`src/rtl/riscv_pkg.sv`:
```
// Shared RV32I core definitions used by the decoder, datapath and register file.
package riscv_pkg;

    localparam int unsigned XLEN       = 32;
    localparam int unsigned REG_ADDR_W = 5;
    localparam int unsigned NUM_REGS   = 2 ** REG_ADDR_W;

    typedef logic [XLEN-1:0]       xlen_t;
    typedef logic [REG_ADDR_W-1:0] reg_addr_t;

endpackage

```
`src/rtl/regfile_read_port.sv`:
```
// Asynchronous register-file read port; index 0 always reads as zero.
module regfile_read_port
    import riscv_pkg::*;
#(
    parameter int unsigned XLEN   = riscv_pkg::XLEN,
    parameter int unsigned ADDR_W = riscv_pkg::REG_ADDR_W
) (
    input  logic [ADDR_W-1:0] addr,
    input  logic [XLEN-1:0]   regs [2**ADDR_W],
    output logic [XLEN-1:0]   data
);

    // x0 is masked here so storage content at index 0 never matters.
    always_comb begin
        data = '0;
        if (addr != '0) begin
            data = regs[addr];
        end
    end

endmodule

```
`src/rtl/register_file.sv`:
```
// RV32I integer register file: 32 x XLEN, two async read ports, one sync write port.
module register_file
    import riscv_pkg::*;
#(
    parameter int unsigned XLEN   = riscv_pkg::XLEN,
    parameter int unsigned ADDR_W = riscv_pkg::REG_ADDR_W
) (
    input  logic              clk,
    input  logic              reset,
    input  logic              WE3,
    input  logic [ADDR_W-1:0] A1,
    input  logic [ADDR_W-1:0] A2,
    input  logic [ADDR_W-1:0] A3,
    input  logic [XLEN-1:0]   WD3,
    output logic [XLEN-1:0]   RD1,
    output logic [XLEN-1:0]   RD2
);

    localparam int unsigned NUM = 2 ** ADDR_W;

    logic [XLEN-1:0] regs [NUM];

    // Reset wins over a simultaneous write; writes to x0 are dropped.
    always_ff @(posedge clk) begin
        if (reset) begin
            for (int unsigned i = 0; i < NUM; i++) begin
                regs[i] <= '0;
            end
        end else if (WE3 && (A3 != '0)) begin
            regs[A3] <= WD3;
        end
    end

    regfile_read_port #(
        .XLEN   (XLEN),
        .ADDR_W (ADDR_W)
    ) u_port1 (
        .addr (A1),
        .regs (regs),
        .data (RD1)
    );

    regfile_read_port #(
        .XLEN   (XLEN),
        .ADDR_W (ADDR_W)
    ) u_port2 (
        .addr (A2),
        .regs (regs),
        .data (RD2)
    );

endmodule

```
`config.mk`:
```
export PLATFORM = sky130hd
export DESIGN_NAME = register_file
export DESIGN_NICKNAME = d
export VERILOG_FILES = /design/src/rtl/riscv_pkg.sv /design/src/rtl/regfile_read_port.sv /design/src/rtl/register_file.sv
export SDC_FILE = /design/constraint.sdc
export NUM_CORES = 2
export LEC_CHECK = 0
export ABC_CLOCK_PERIOD_IN_PS = 5000
export BUFFER_PORTS_ARGS = -buffer_cell sky130_fd_sc_hd__buf_2
export CAP_MARGIN = 15
export CORE_UTILIZATION = 40
export DETAILED_ROUTE_END_ITERATION = 10
export GPL_TIMING_DRIVEN = 1
export PLACE_DENSITY_LB_ADDON = 0.08
export SLEW_MARGIN = 30
export SYNTH_ARGS = -nofsm -noshare
export SYNTH_HDL_FRONTEND = slang
export SYNTH_HIERARCHICAL = 1
export SYNTH_SLANG_ARGS = --single-unit
export TNS_END_PERCENT = 50
```
`constraint.sdc`:
```
create_clock -name clk -period 5 [get_ports clk]
set_input_delay 0.75 -clock clk [delete_from_list [all_inputs] [get_ports clk]]
set_output_delay 0.75 -clock clk [all_outputs]
set_load 0.05 [all_outputs]
```
# ---- Yosys cells after proc, flatten, opt, wreduce, memory -nomap -nowiden
# Index checks and enable logic that the tools add are counted.
dict set report word_totals {
  input_bits 50
  output_inout_bits 64
  ff_bits 1024
}
dict set report classes {
  order_cmp 4
  n_reduce_logical 5
  muxes 11
  n_bitwise 3
}
# operator n
set op_table {}
lappend op_table {{bitwise mux 1024 bit} 1}
lappend op_table {{binary-select mux 32 bit (select 5 bit)} 2}
lappend op_table {{two-way mux 32 bit} 7}
lappend op_table {{demux 32 bit (select 5 bit)} 1}
lappend op_table {{>= comparator 6 bit (second input constant)} 3}
lappend op_table {{NOT 5 -> 6 bit} 3}
lappend op_table {{nonzero test 5 bit} 3}
lappend op_table {{< comparator 6 x 1 -> 1 bit (second input constant)} 1}
lappend op_table {{logical AND 1 bit} 2}

# ---- Logic depth before layout (Yosys ltp)
dict set report depth {
  ltp_word 6
  ltp_mapped 7
}

# ---- Modules after synthesis
# Netlist, hierarchy kept.
# module n_inst area_per_inst_um2 cells_per_inst
set modules_own_cells {}
lappend modules_own_cells {register_file 1 38863.5 3432}
lappend modules_own_cells {regfile_read_port 2 8368.0 664}

# ---- Least setup slack after synthesis
# OpenSTA, ideal clock, no wires.
dict set report synth_path {
  path_type {input to output}
  start {in A1[0]}
  end {out RD1[11]}
  required_time_ps 4250
  path_stages 7
  slack_ps 1237
  arrival_ps 3013
  path_cell_list {buf_4 > inv_2 > buf_4 > buf_4 > clkbuf_1 > o2111ai_1 > a311oi_1}
}
dict set report synth_via {
  elab_chain_cells 5
  word_cells_on_any_way 6
  classes_between {mux (4); bitwise (1); reduce/logical (1)}
}
# item line
set synth_rtl {}
lappend synth_rtl {{start: declaration} register_file.sv:11} ;# input logic [ADDR_W-1:0] A1,
lappend synth_rtl {{NOT 5 -> 6 bit (not written as such)} regfile_read_port.sv:17} ;# data = regs[addr];
lappend synth_rtl {{binary-select mux 32 bit (select 5 bit)} regfile_read_port.sv:17}
lappend synth_rtl {{two-way mux 32 bit (not written as such) (2 in a row)} regfile_read_port.sv:17}
lappend synth_rtl {{two-way mux 32 bit *} regfile_read_port.sv:16} ;# if (addr != '0) begin
lappend synth_rtl {{end: declaration} register_file.sv:15} ;# output logic [XLEN-1:0] RD1,
# Every way passes the cells marked *; elsewhere a longest branch is shown, timed or not. The select of a mux whose other input is x is not followed.

# ---- Final worst setup path
dict set report layout_path {
  start {in A2[0]}
  end {out RD2[23]}
}
dict set report layout_via {
  elab_chain_cells 5
  word_cells_on_any_way 6
  classes_between {mux (4); bitwise (1); reduce/logical (1)}
}
# item line
set layout_rtl {}
lappend layout_rtl {{start: declaration} register_file.sv:12} ;# input logic [ADDR_W-1:0] A2,
lappend layout_rtl {{NOT 5 -> 6 bit (not written as such)} regfile_read_port.sv:17}
lappend layout_rtl {{binary-select mux 32 bit (select 5 bit)} regfile_read_port.sv:17}
lappend layout_rtl {{two-way mux 32 bit (not written as such) (2 in a row)} regfile_read_port.sv:17}
lappend layout_rtl {{two-way mux 32 bit *} regfile_read_port.sv:16}
lappend layout_rtl {{end: declaration} register_file.sv:16} ;# output logic [XLEN-1:0] RD2
# Marks and branches as above.

==> flow_summary.yaml <==
outcome:
  status: "finished clean"
worst_setup_path:
  arrival_ns: 3.64
  critPathLaunchType: "input pin"
  rr_worst_depth: 2
  cpPeakStageDelay_ns: 0.76
  cp-end-kind: "primary output"
  path_cells: "buf_6, nor2b_4, buf_4, a221oi_1, o21ai_1, a311oi_1, buf_12"
  critical_path.top_delay_family: "compound AO/OA/AOI/OAI gates"
  critPathSlowestCell: "a311oi_1"
  crit_type: "input pin to primary output"
  path_depth: 7
  worstPathRequired_ns: 4.25
  critPathMaxFanout: 42
  worst-path-buf-inv: 3
logic_synthesis:
  seq_area_frac_synth_pct: 36.87
  syn_area_um2: 55600
  synth_adder_area_share_pct: 0
  synth_top_area_share_pct: 36.87
  yosys.area.top_type: "dfxtp_1"
  synth-edff-count: 0
  synthArstFlopShare_pct: 0
  syn_nets: 4810
  ys_types: 35
  synth_flop_cell: "dfxtp_1"
  synth_top_family_by_area: "multiplexers"
  synth_compound_area_share_pct: 4.811
  yosys.area_share.simple_pct: 13.52
  ys_warn_count: 6
  ys_ff_latch: 1024
  synth_mux_area_share_pct: 39.61
  synthTopCellsByArea: "dfxtp_1 (37%), mux2i_1 (20%), mux4_2 (18%)"
  synth_xor_area_share_pct: 0
  avgSynthCellArea_um2: 11.68
  synthCells: 4760
detailed_routing:
  viasPerCell: 5.885
  wl_per_cell_um: 29.95
  vias: 38591
  wl_mm: 196.4
  drt_iter0_drc: 2841
  drc_errors: 0
  antenna_left: 0
  firstDrtPassIters: 5
power_and_ir_drop:
  irDropWorstVdd_mv: 0.2568
  power.density_nw_per_um2: 317.0
  p_leak_nw: 28.19
cts:
  cts_buffers: 131
  post_cts_resized: 0
  cts_setup_buffers: 0
  clk_latency_ns: 0.76
  htreeDepth: 4
  clk_pin_slew_worst_paths_ns: 0.05
  ctsHoldBuffers: 0
  clock_path_buffers: 3
  tritoncts: "done"
  cts.sinks: 1024
  cts-root-buf: "clkbuf_16"
timing:
  worst_pin_slew_ns: 1.060
  slew_violations: 0
  fin_crit_sh_pct: 87.78
  setup_viol: 0
  skew_ns: 0
  fmax_mhz: 227.8
  period_minus_slack_ns: 4.389
  maxSlewHeadroom_pct: 29.32
  tns_ns: 0
  grt_setup_unrepaired: "false"
  hold_viol: 0
floorplan:
  die_area_um2: 140500
  core-area_um2: 137700
  die-height_um: 374.8
  pin_count: 114
  die_w_um: 374.8
  start_util_pct: 40.39
  rows: 136
grt:
  gr-usage-all-layers_pct: 27.74
  grt_pass1_wl_mm: 284.5
  grt_overflow: 0
  grt_pass1_vias: 39086
  grt_max_degree: 139
  antenna_found_initial: 6
cells_and_area:
  regMostFlops: "regs"
  finish.utilization_pct: 45.64
  nets: 4714
  layout-drive-gt1-share_pct: 22.39
  reg_top3: "regs (1024)"
  largest_reg_flops: 1024
  areaGrowthSynthToFinish_pct: 13.00
flow_run:
  drv_cap: 0
hold_path:
  hold_path.class: "input pin to flip-flop"
  whs_path_depth: 3
placement:
  place_congestion: 0.7751
  io_buffers: 113
  dpl.hpwl_mm: 114.1
-- synth_stat cells (18+ instances only) --
master,count
a211oi_1,64
a221oi_1,48
a22oi_1,64
a311oi_1,60
buf_2,104
buf_4,116
buf_6,41
clkbuf_1,250
dfxtp_1,1024
mux2_2,64
mux2i_1,1120
mux4_2,448
nand2_1,44
nand2_2,18
nand2b_1,1026
nor2b_1,100
o21ai_1,106
-- tightest hold or removal path, cell delays in order --
cell and delay (ns):
buf_2 0.08, nand2b_1 0.10, mux2i_1 0.14
-- layout make-up --
class / count / area [um2]
fillers: 12596 / 74840
multi-input cells: 3213 / 32510
flip-flops and latches: 1024 / 20500
clock buffers: 192 / 3899
repair buffers: 292 / 3213
well taps: 1794 / 2245
clock inverters: 39 / 440.4
inverters: 2 / 12.51
diodes: 2 / 5.005
-- metal layers --
metal  vias up  routed length, um  GRT usage, %
met1     20040              92990         39.88
met3       278               9458         4.178
li1      17178                  -             -
met5         -                 10             0
met2      1093              88680         42.86
met4         2               5279         8.305
-- stage by stage --
stage	hold slack, ns	power (mW)	cell area [um2]	std cells	setup WS [ns]
3_3_place_gp	0.4632	10.45	58370	6323	0.3826
4_1_cts	0.2915	20.10	62790	6555	0.4454
5_1_grt	0.3587	20.49	62820	6556	0.4702
3_5_place_dp	0.4681	10.45	58450	6324	0.4743
6_report	0.3454	19.91	62830	6558	0.6110
2_1_floorplan	0.4509	9.650	55600	4760	1.237
-- power breakdown --
part	switching [mW]	internal, mW
Clock	3.78	5.85
Sequential	0.0419	8.22
Combinational	1.25	0.770
-- cell usage in the layout (no fill, tap or decap), types with 3 or more instances in the layout --
cell	n
mux2i_1	1120
dfxtp_1	1024
nand2b_1	1021
mux4_2	448
buf_4	153
clkbuf_16	140
o21ai_1	106
nor2b_1	98
buf_12	84
a22oi_1	64
a211oi_1	64
mux2_2	64
a311oi_1	55
a221oi_1	48
buf_2	46
clkbuf_1	32
nand2_1	32
nand2_4	28
clkinv_2	26
clkbuf_8	20
o2111ai_1	16
bufinv_16	9
a311oi_2	9
buf_8	5
nand2b_2	4
nor2b_4	4
nor2_1	4
o21ai_0	4
and4bb_1	3
and4b_1	3
-- path summary, 6_finish.rpt --
check              from    endpoint  slack, ns
max               A2[0]     RD2[23]       0.61
min             WD3[15]   regs[879]       0.35
max reg2reg   regs[809]   regs[809]       4.31
min reg2reg  regs[1001]  regs[1001]       0.48
-- kinds of logic (layout without fill, tap and decap cells) --
logic type             after synthesis  in the layout
other                                0              2
AND/OR/NAND/NOR                   1213           1213
flip-flops                        1024           1024
buffers and inverters              523            525
multiplexers                      1632           1632
AO/OA/AOI/OAI                      368            368
Note: power is estimated with default switching activity, not from simulation.
